$ cat src/rtl/sprite_pkg.sv
// Shared types and constants for the alien sprite renderer.
// Holds sprite geometry, the FSM state encoding and the row bit-reversal helper.
package sprite_pkg;

    localparam int SPRITE_W = 10;
    localparam int SPRITE_H = 10;

    typedef enum logic [1:0] {
        IDLE  = 2'd0,
        FETCH = 2'd1,
        ARMED = 2'd2,
        DRAW  = 2'd3
    } sprite_state_e;

    function automatic logic [9:0] bitrev10(input logic [9:0] v);
        logic [9:0] r;
        for (int i = 0; i < 10; i++) begin
            r[i] = v[9-i];
        end
        return r;
    endfunction

endpackage

$ cat src/rtl/sprite_row_shifter.sv
// Holds one latched sprite row and presents its leftmost pixel on msb.
// Priority: reset/clear, then load, then shift-left.
module sprite_row_shifter
    import sprite_pkg::*;
#(
    parameter int W = SPRITE_W
) (
    input  logic         clk,
    input  logic         reset,
    input  logic         clear,
    input  logic         load,
    input  logic [W-1:0] load_data,
    input  logic         shift_en,
    output logic         msb
);

    logic [W-1:0] sh_q;

    always_ff @(posedge clk) begin
        if (reset || clear) begin
            sh_q <= '0;
        end else if (load) begin
            sh_q <= load_data;
        end else if (shift_en) begin
            sh_q <= {sh_q[W-2:0], 1'b0};
        end
    end

    assign msb = sh_q[W-1];

endmodule

$ cat src/rtl/alien_sprite_renderer.sv
// Fetches one sprite row per scanline during hblank and streams it out as pixel_on.
// Optional ALIEN_FLIP_EN adds a flip_x input that mirrors the sprite horizontally.
module alien_sprite_renderer
    import sprite_pkg::*;
#(
    parameter int SCALE_LOG2 = 1,
    parameter int H_ACTIVE   = 640,
    parameter int V_TOTAL    = 525,
    parameter int COORD_W    = 10
) (
    input  logic                clk,
    input  logic                reset,
    input  logic [COORD_W-1:0]  hpos,
    input  logic [COORD_W-1:0]  vpos,
    input  logic                line_start,
    input  logic                enable,
    input  logic [COORD_W-1:0]  sprite_x,
    input  logic [COORD_W-1:0]  sprite_y,
    output logic [3:0]          rom_row_index,
    input  logic [SPRITE_W-1:0] rom_row_data,
    output logic                pixel_on,
`ifdef ALIEN_FLIP_EN
    input  logic                flip_x,
`endif
    output logic [1:0]          dbg_state
);

    localparam int SCALE = 1 << SCALE_LOG2;
    localparam int SUB_W = (SCALE_LOG2 > 0) ? SCALE_LOG2 : 1;
    localparam int COL_W = $clog2(SPRITE_W);

    localparam logic [COORD_W-1:0] SPAN     = COORD_W'(SPRITE_H << SCALE_LOG2);
    localparam logic [COORD_W-1:0] V_LAST   = COORD_W'(V_TOTAL - 1);
    localparam logic [COORD_W-1:0] H_LIM    = COORD_W'(H_ACTIVE);
    localparam logic [SUB_W-1:0]   SUB_LAST = SUB_W'(SCALE - 1);
    localparam logic [COL_W-1:0]   COL_LAST = COL_W'(SPRITE_W - 1);

    sprite_state_e state_q, state_d;

    logic [COORD_W-1:0] next_line, dy, x_q;
    logic [3:0]         row_sel;
    logic               hit, in_active, flip_in, flip_q;
    logic [SUB_W-1:0]   sub_q;
    logic [COL_W-1:0]   col_q;
    logic               sh_clear, sh_load, sh_shift, sh_msb;
    logic               draw_cyc, sub_wrap, last_cyc;
    logic [SPRITE_W-1:0] load_data;

`ifdef ALIEN_FLIP_EN
    assign flip_in = flip_x;
`else
    assign flip_in = 1'b0;
`endif

    // The row fetched now is for the line after vpos, wrapping at frame end.
    assign next_line = (vpos == V_LAST) ? '0 : vpos + 1'b1;
    assign dy        = next_line - sprite_y;
    assign hit       = enable && (dy < SPAN);
    assign row_sel   = 4'(dy >> SCALE_LOG2);
    assign in_active = hpos < H_LIM;
    assign load_data = flip_q ? bitrev10(rom_row_data) : rom_row_data;
    assign dbg_state = state_q;

    always_ff @(posedge clk) begin
        if (reset) begin
            state_q <= IDLE;
        end else begin
            state_q <= state_d;
        end
    end

    // line_start outranks everything: it aborts any line in progress and re-evaluates.
    always_comb begin
        state_d  = state_q;
        sh_clear = 1'b0;
        sh_load  = 1'b0;
        sh_shift = 1'b0;
        draw_cyc = 1'b0;
        sub_wrap = 1'b0;
        last_cyc = 1'b0;
        if (line_start) begin
            state_d  = hit ? FETCH : IDLE;
            sh_clear = !hit;
        end else begin
            case (state_q)
                IDLE: state_d = IDLE;
                FETCH: begin
                    sh_load = 1'b1;
                    state_d = ARMED;
                end
                ARMED: begin
                    if (in_active && (hpos == x_q)) begin
                        draw_cyc = 1'b1;
                        state_d  = DRAW;
                    end
                end
                DRAW: begin
                    if (in_active) begin
                        draw_cyc = 1'b1;
                    end else begin
                        state_d = IDLE;
                    end
                end
                default: state_d = IDLE;
            endcase
            if (draw_cyc) begin
                sub_wrap = (sub_q == SUB_LAST);
                sh_shift = sub_wrap;
                last_cyc = sub_wrap && (col_q == COL_LAST);
                if (last_cyc) begin
                    state_d = IDLE;
                end
            end
        end
    end

    always_ff @(posedge clk) begin
        if (reset) begin
            x_q           <= '0;
            flip_q        <= 1'b0;
            sub_q         <= '0;
            col_q         <= '0;
            rom_row_index <= '0;
            pixel_on      <= 1'b0;
        end else begin
            pixel_on <= draw_cyc & sh_msb;
            if (line_start) begin
                sub_q <= '0;
                col_q <= '0;
                if (hit) begin
                    x_q           <= sprite_x;
                    flip_q        <= flip_in;
                    rom_row_index <= row_sel;
                end
            end else if (draw_cyc) begin
                if (sub_wrap) begin
                    sub_q <= '0;
                    col_q <= col_q + 1'b1;
                end else begin
                    sub_q <= sub_q + 1'b1;
                end
            end
        end
    end

    sprite_row_shifter #(.W(SPRITE_W)) u_shifter (
        .clk       (clk),
        .reset     (reset),
        .clear     (sh_clear),
        .load      (sh_load),
        .load_data (load_data),
        .shift_en  (sh_shift),
        .msb       (sh_msb)
    );

endmodule

$ cat config.mk
export PLATFORM = sky130hd
export DESIGN_NAME = alien_sprite_renderer
export DESIGN_NICKNAME = d
export VERILOG_FILES = /design/src/rtl/sprite_pkg.sv /design/src/rtl/sprite_row_shifter.sv /design/src/rtl/alien_sprite_renderer.sv
export SDC_FILE = /design/constraint.sdc
export NUM_CORES = 1
export LEC_CHECK = 0
export CAP_MARGIN = 20
export CORE_UTILIZATION = 53
export CTS_CLUSTER_SIZE = 8
export DETAILED_ROUTE_END_ITERATION = 12
export PLACE_DENSITY = 0.95
export SYNTH_ARGS = -nofsm -noshare
export SYNTH_HDL_FRONTEND = slang
export SYNTH_SLANG_ARGS = --single-unit
$ cat constraint.sdc
create_clock -name clk -period 8.6 [get_ports clk]
set_input_delay 2.15 -clock clk [delete_from_list [all_inputs] [get_ports clk]]
set_output_delay 2.15 -clock clk [all_outputs]
set_load 0.05 [all_outputs]
# --- Yosys cells after proc, flatten, opt, wreduce, memory -nomap -nowiden ---
# Index checks and enable logic that the tools add are counted.
totals:
  reg_bits: 32
  in_bits: 54
  out_inout_bits: 7
  wordCells: 51
op_classes:
  add_sub_neg: 4
  n_lt_le_gt_ge: 2
  n_eq_ne: 6
  muxes: 21
  n_bitwise: 1
  reduce_logical: 10
ops:
  columns: ["cell", "n"]
  rows:
  - ["2-to-1 mux 10 bit", 3]
  - ["2-to-1 mux 1 bit", 11]
  - ["adder 10 x 1 -> 10 bit (second input constant)", 1]
  - ["equality test 10 bit", 1]
  - ["equality test 10 bit (second input constant)", 1]
  - ["< comparator 10 bit (second input constant)", 1]
  - ["< comparator 10 x 5 -> 1 bit (second input constant)", 1]
  - ["2-to-1 mux 2 bit", 5]
  - ["subtractor 10 bit", 1]
  - ["one-hot mux 2 bit (4 select lines)", 1]
  - ["adder 4 x 1 -> 4 bit (second input constant)", 1]
  - ["equality test 2 bit (second input constant)", 2]
  - ["equality test 4 bit (second input constant)", 1]
  - ["AND reduction 2 bit", 2]
  - ["logical AND 1 bit", 3]
  - ["equality test 2 x 1 -> 1 bit (second input constant)", 1]
  - ["logical NOT 2 bit", 1]
  - ["one-hot mux 1 bit (2 select lines)", 1]
  - ["nonzero test 2 bit", 1]
  - ["OR reduction 2 bit", 1]
  - ["adder 1 bit (second input constant)", 1]
  - ["bitwise AND 1 bit", 1]
  - ["logical NOT 1 bit", 1]
  - ["logical OR 1 bit", 1]

# --- Logic depth before layout (Yosys ltp) ---
depth:
  depth_word: 9
  mapped_depth: 16
  depth_no_buf: 14

# --- Hierarchy ---
# A second synthesis with hierarchy kept.
unflattened:
  hier_cells: 274
  area_unflattened_um2: 2519.9
modules_own_cells:
  columns: ["module", "n_inst", "cells_each", "area_per_inst_um2", "seq_area_each_um2"]
  rows:
  - ["alien_sprite_renderer", 1, 230, 2026.9, 440.4]
  - ["sprite_row_shifter", 1, 44, 493.0, 200.2]

# --- Worst setup path before layout ---
# No wires, ideal clock.
synth_timing:
  path_type: "input to register"
  startpoint: "input vpos[0]"
  endpoint: "register rom_row_index[1]"
  setup_ps: 69
  arrival_time_ps: 5166
  t_required_ps: 8531
  path_slack_ps: 3365
  stages: 15
  n_path_buf: 1
  cell_sequence: "inv_1 -> ha_1 -> and4bb_1 -> and3_1 -> buf_6 -> nor2b_1 -> inv_1 -> fa_1 -> nand2b_1 -> o31a_1 -> nor3_2 -> o31ai_2 -> a2111o_1 -> or4_1 -> o21ai_1"
synth_via:
  elab_chain_len: 6
  elab_cells_between_ends: 7
  classes_between: "add/sub (2); order compare (1); eq/ne (1); mux (1); reduce/logical (2)"
synth_rtl:
  columns: ["item", "line_no", "text"]
  rows:
  - ["from (decl)", "alien_sprite_renderer.sv:14", "input logic [COORD_W-1:0] vpos,"]
  - ["adder 10 x 1 -> 10 bit or equality test 10 bit (tied branches)", "alien_sprite_renderer.sv:56", "assign next_line = (vpos == V_LAST) ? '0 : vpos + 1'b1;"]
  - ["2-to-1 mux 10 bit (*)", "alien_sprite_renderer.sv:56", null]
  - ["subtractor 10 bit (*)", "alien_sprite_renderer.sv:57", "assign dy = next_line - sprite_y;"]
  - ["< comparator 10 x 5 -> 1 bit", "alien_sprite_renderer.sv:58", "assign hit = enable && (dy < SPAN);"]
  - ["logical AND 1 bit", "alien_sprite_renderer.sv:58", null]
  - ["AND reduction 2 bit (no source line)", null, null]
  - ["to (signal assigned)", "alien_sprite_renderer.sv:133", "rom_row_index <= row_sel;"]
  - ["to (decl)", "alien_sprite_renderer.sv:19", "output logic [3:0] rom_row_index,"]
# Mark *: on every way between the ends. The rest lies on a longest branch, timed or not.
# A chain may end at the register's enable or synchronous reset.

# --- Worst setup path in the final report ---
layout_timing:
  startpoint: "input vpos[0]"
  endpoint: "register rom_row_index[3]"
# Same word-level chain as after synthesis.

==> results_dict.tcl <==
set metrics [dict create \
    cts_max_path_buffers 2 \
    drc_errors 0 \
    pre_cts_slack_ns 1.98 \
    period_share 0.705 \
    cts_tree "done" \
    status "finished, final reports clean" \
    postCtsSetupBuffers 0 \
    via_count 2342 \
    ys_seq_area_frac 0.276 \
    synth_top_cell_area_share 0.276 \
    root_buffer "clkbuf_8" \
    instances_no_fill 396 \
    startpoint "vpos[0]" \
    slew_headroom 0.433 \
    grt_max_degree 18 \
    ff_latch_area_um2 641 \
    grt_pass1_vias 2226 \
    cap_violations 0 \
    synth_xor_area_frac 0.105 \
    dp_hpwl_um 4470 \
    hold_path.class "flip-flop to flip-flop" \
    place.port_buffers 60 \
    worstHoldStart "u_shifter.sh_q[7]" \
    wl_per_cell_um 14.9 \
    synth_cell_types 56 \
    antenna_found_initial 0 \
    cts_resized 0 \
    path_max_fanout 14 \
    critPathLaunchType "primary input" \
    n_antenna_cell 0 \
    tns_ns 0 \
    p_leak_nw 1.12 \
    viasPerCell 5.91 \
    synth_seq_cells 32 \
    worstMarginPinSlew_ns 0.848 \
    grt_remaining_overflow 0 \
    crit_type "primary input to flip-flop" \
    nFillCells 321 \
    hold_buffers 0 \
    grt_pass1_wl_um 9230 \
    maxSlewViolCount 0 \
    netlist_area_mm2 0.00232 \
    finalHoldViolations 0 \
    ant_nets 0 \
    htreeDepth 2 \
    core_mm2 0.00412 \
    synth_edf_count 0 \
    final_nets 412 \
    start_util 0.564 \
    fin_util 0.740 \
    cts_buffers 5 \
    clk_pin_slew_worst_paths_ns 0.07 \
    yosysMostFrequentCell "dfxtp_1" \
    die_h_um 68.2 \
    synthSimpleGateAreaFrac 0.231 \
    whs_path_depth 2 \
    dr.pass1.iters 4 \
    yosysTopAreaCell "dfxtp_1" \
    synthMuxAreaShare 0.00863 \
    synthAdderAreaFrac 0.0733 \
    synthTopCellsByArea "dfxtp_1, a21oi_1, ha_1, xnor2_1, nor2_1" \
    place_inst 387 \
    drt_iter0_markers 148 \
    synthArstFlopShare 0 \
    die_area_mm2 0.00465 \
    grt_setup_unrepaired "no" \
    synth_flop_cell "dfxtp_1" \
    worstPathRequired_ns 8.81 \
    syn_to_final_growth_pct 31.2 \
    rr_startpoint "x_q[9]" \
    rr_worst_depth 7 \
    setup_slack_ns 2.54 \
    syn_inst 289 \
    synth_top_family_by_area "compound AO/OA/AOI/OAI gates" \
    final_cell_area_mm2 0.00304 \
    cts.sinks 32 \
    clk_latency_ns 0.29 \
    multi_input_area_mm2 0.00156 \
    ys_warn_count 0 \
    cellPowerDensity_mw_per_mm2 137 \
    syn_nets 356 \
    placed_cell_area_mm2 0.00293 \
    pin_count 61 \
    grt_usage 0.263 \
    routed_wl_um 5910 \
    synth_commonest_cells "dfxtp_1, a21oi_1, nor2_1" \
    place_congestion 0.911 \
    critPathCaptureType "flip-flop" \
    ir_drop_v 0.0000866 \
    drive_gt1_frac 0.0578 \
    setup_viol 0 \
    max_freq_mhz 165 \
    cp.arrival_ns 6.27 \
    synth_compound_area_frac 0.253 \
    syn_area_per_cell_um2 8.03 \
    period_needed_ns 6.06 \
    die_w_um 68.2 \
    clock_skew_ns 0.00995 \
    row_count 23 \
]
-- cells in the final DEF (no fill, tap or decap), types with 3 or more instances in the layout --
master / n
clkdlybuf4s50_1: 60
o21ai_0: 16
or4_1: 3
ha_1: 12
a211oi_1: 4
and3_1: 5
nand2_1: 17
o21a_1: 4
xnor2_1: 17
a21oi_1: 30
nand2b_1: 8
nor3_1: 4
a22oi_1: 5
clkbuf_8: 5
and2_1: 3
o221ai_1: 4
nand4_1: 6
inv_1: 17
xor2_1: 9
dfxtp_1: 32
nand3_1: 16
nor2_1: 26
-- area by class of cell --
| type | count | share of cell area |
|---|---|---|
| well taps | 50 | 0.0206 |
| flip-flops and latches | 32 | 0.210 |
| repair buffers | 61 | 0.200 |
| inverters | 17 | 0.0210 |
| multi-input cells | 228 | 0.512 |
| clock inverters | 3 | 0.0140 |
| clock buffers | 5 | 0.0226 |
-- state kept, by name, summed over array words and instances (netlist names) --
name            flops
rom_row_index       4
u_shifter.sh_q     10
sub_q               1
col_q               4
pixel_on            1
x_q                10
dbg_state           2
-- critical path, stage by stage --
cell and delay (ns):
clkdlybuf4s50_1 0.59, inv_1 0.08, ha_1 0.20, and4bb_1 0.22, and3_1 0.27, nor2b_1 0.22
inv_1 0.08, fa_1 0.44, nand2b_1 0.21, o31a_1 0.27, nor3_2 0.27, o31ai_2 0.13
a2111o_1 0.60, or4_1 0.45, o21ai_0 0.08
-- cells by family after synthesis --
family,Yosys count
adder cells (fa/ha/maj),13
AO/OA/AOI/OAI,84
multiplexers,2
buffers and inverters,29
flip-flops,32
XOR/XNOR,27
AND/OR/NAND/NOR,102
-- final timing paths --
kind,to,slack [ns]
max,rom_row_index[3],2.54
min,u_shifter.sh_q[7],0.46
max reg2reg,col_q[3],6.28
min reg2reg,u_shifter.sh_q[7],0.46
-- report_power, final --
part / internal [W] / switching (W) / total, W
registers: 0.000149 / 0.000000595 / 0.000150
clock network: 0.0000856 / 0.0000568 / 0.000142
logic: 0.0000570 / 0.0000671 / 0.000124
total: 0.000292 / 0.000124 / 0.000416
-- per-layer routing --
| metal | GRT usage | vias to the layer above | wire length [um] |
|---|---|---|---|
| li1 | - | 1161 | - |
| met4 | 0.109 | 0 | 112 |
| met3 | 0.0483 | 13 | 318 |
| met5 | 0 | - | 0 |
| met2 | 0.467 | 80 | 2980 |
| met1 | 0.305 | 1088 | 2500 |
-- through the flow --
stage / hold slack (ns) / total power, W
2_1_floorplan: 0.432 / 0.000232
3_3_place_gp: 0.443 / 0.000271
3_5_place_dp: 0.449 / 0.000275
4_1_cts: 0.459 / 0.000417
5_1_grt: 0.487 / 0.000434
6_report: 0.457 / 0.000416
(Power assumes the default switching activity.)
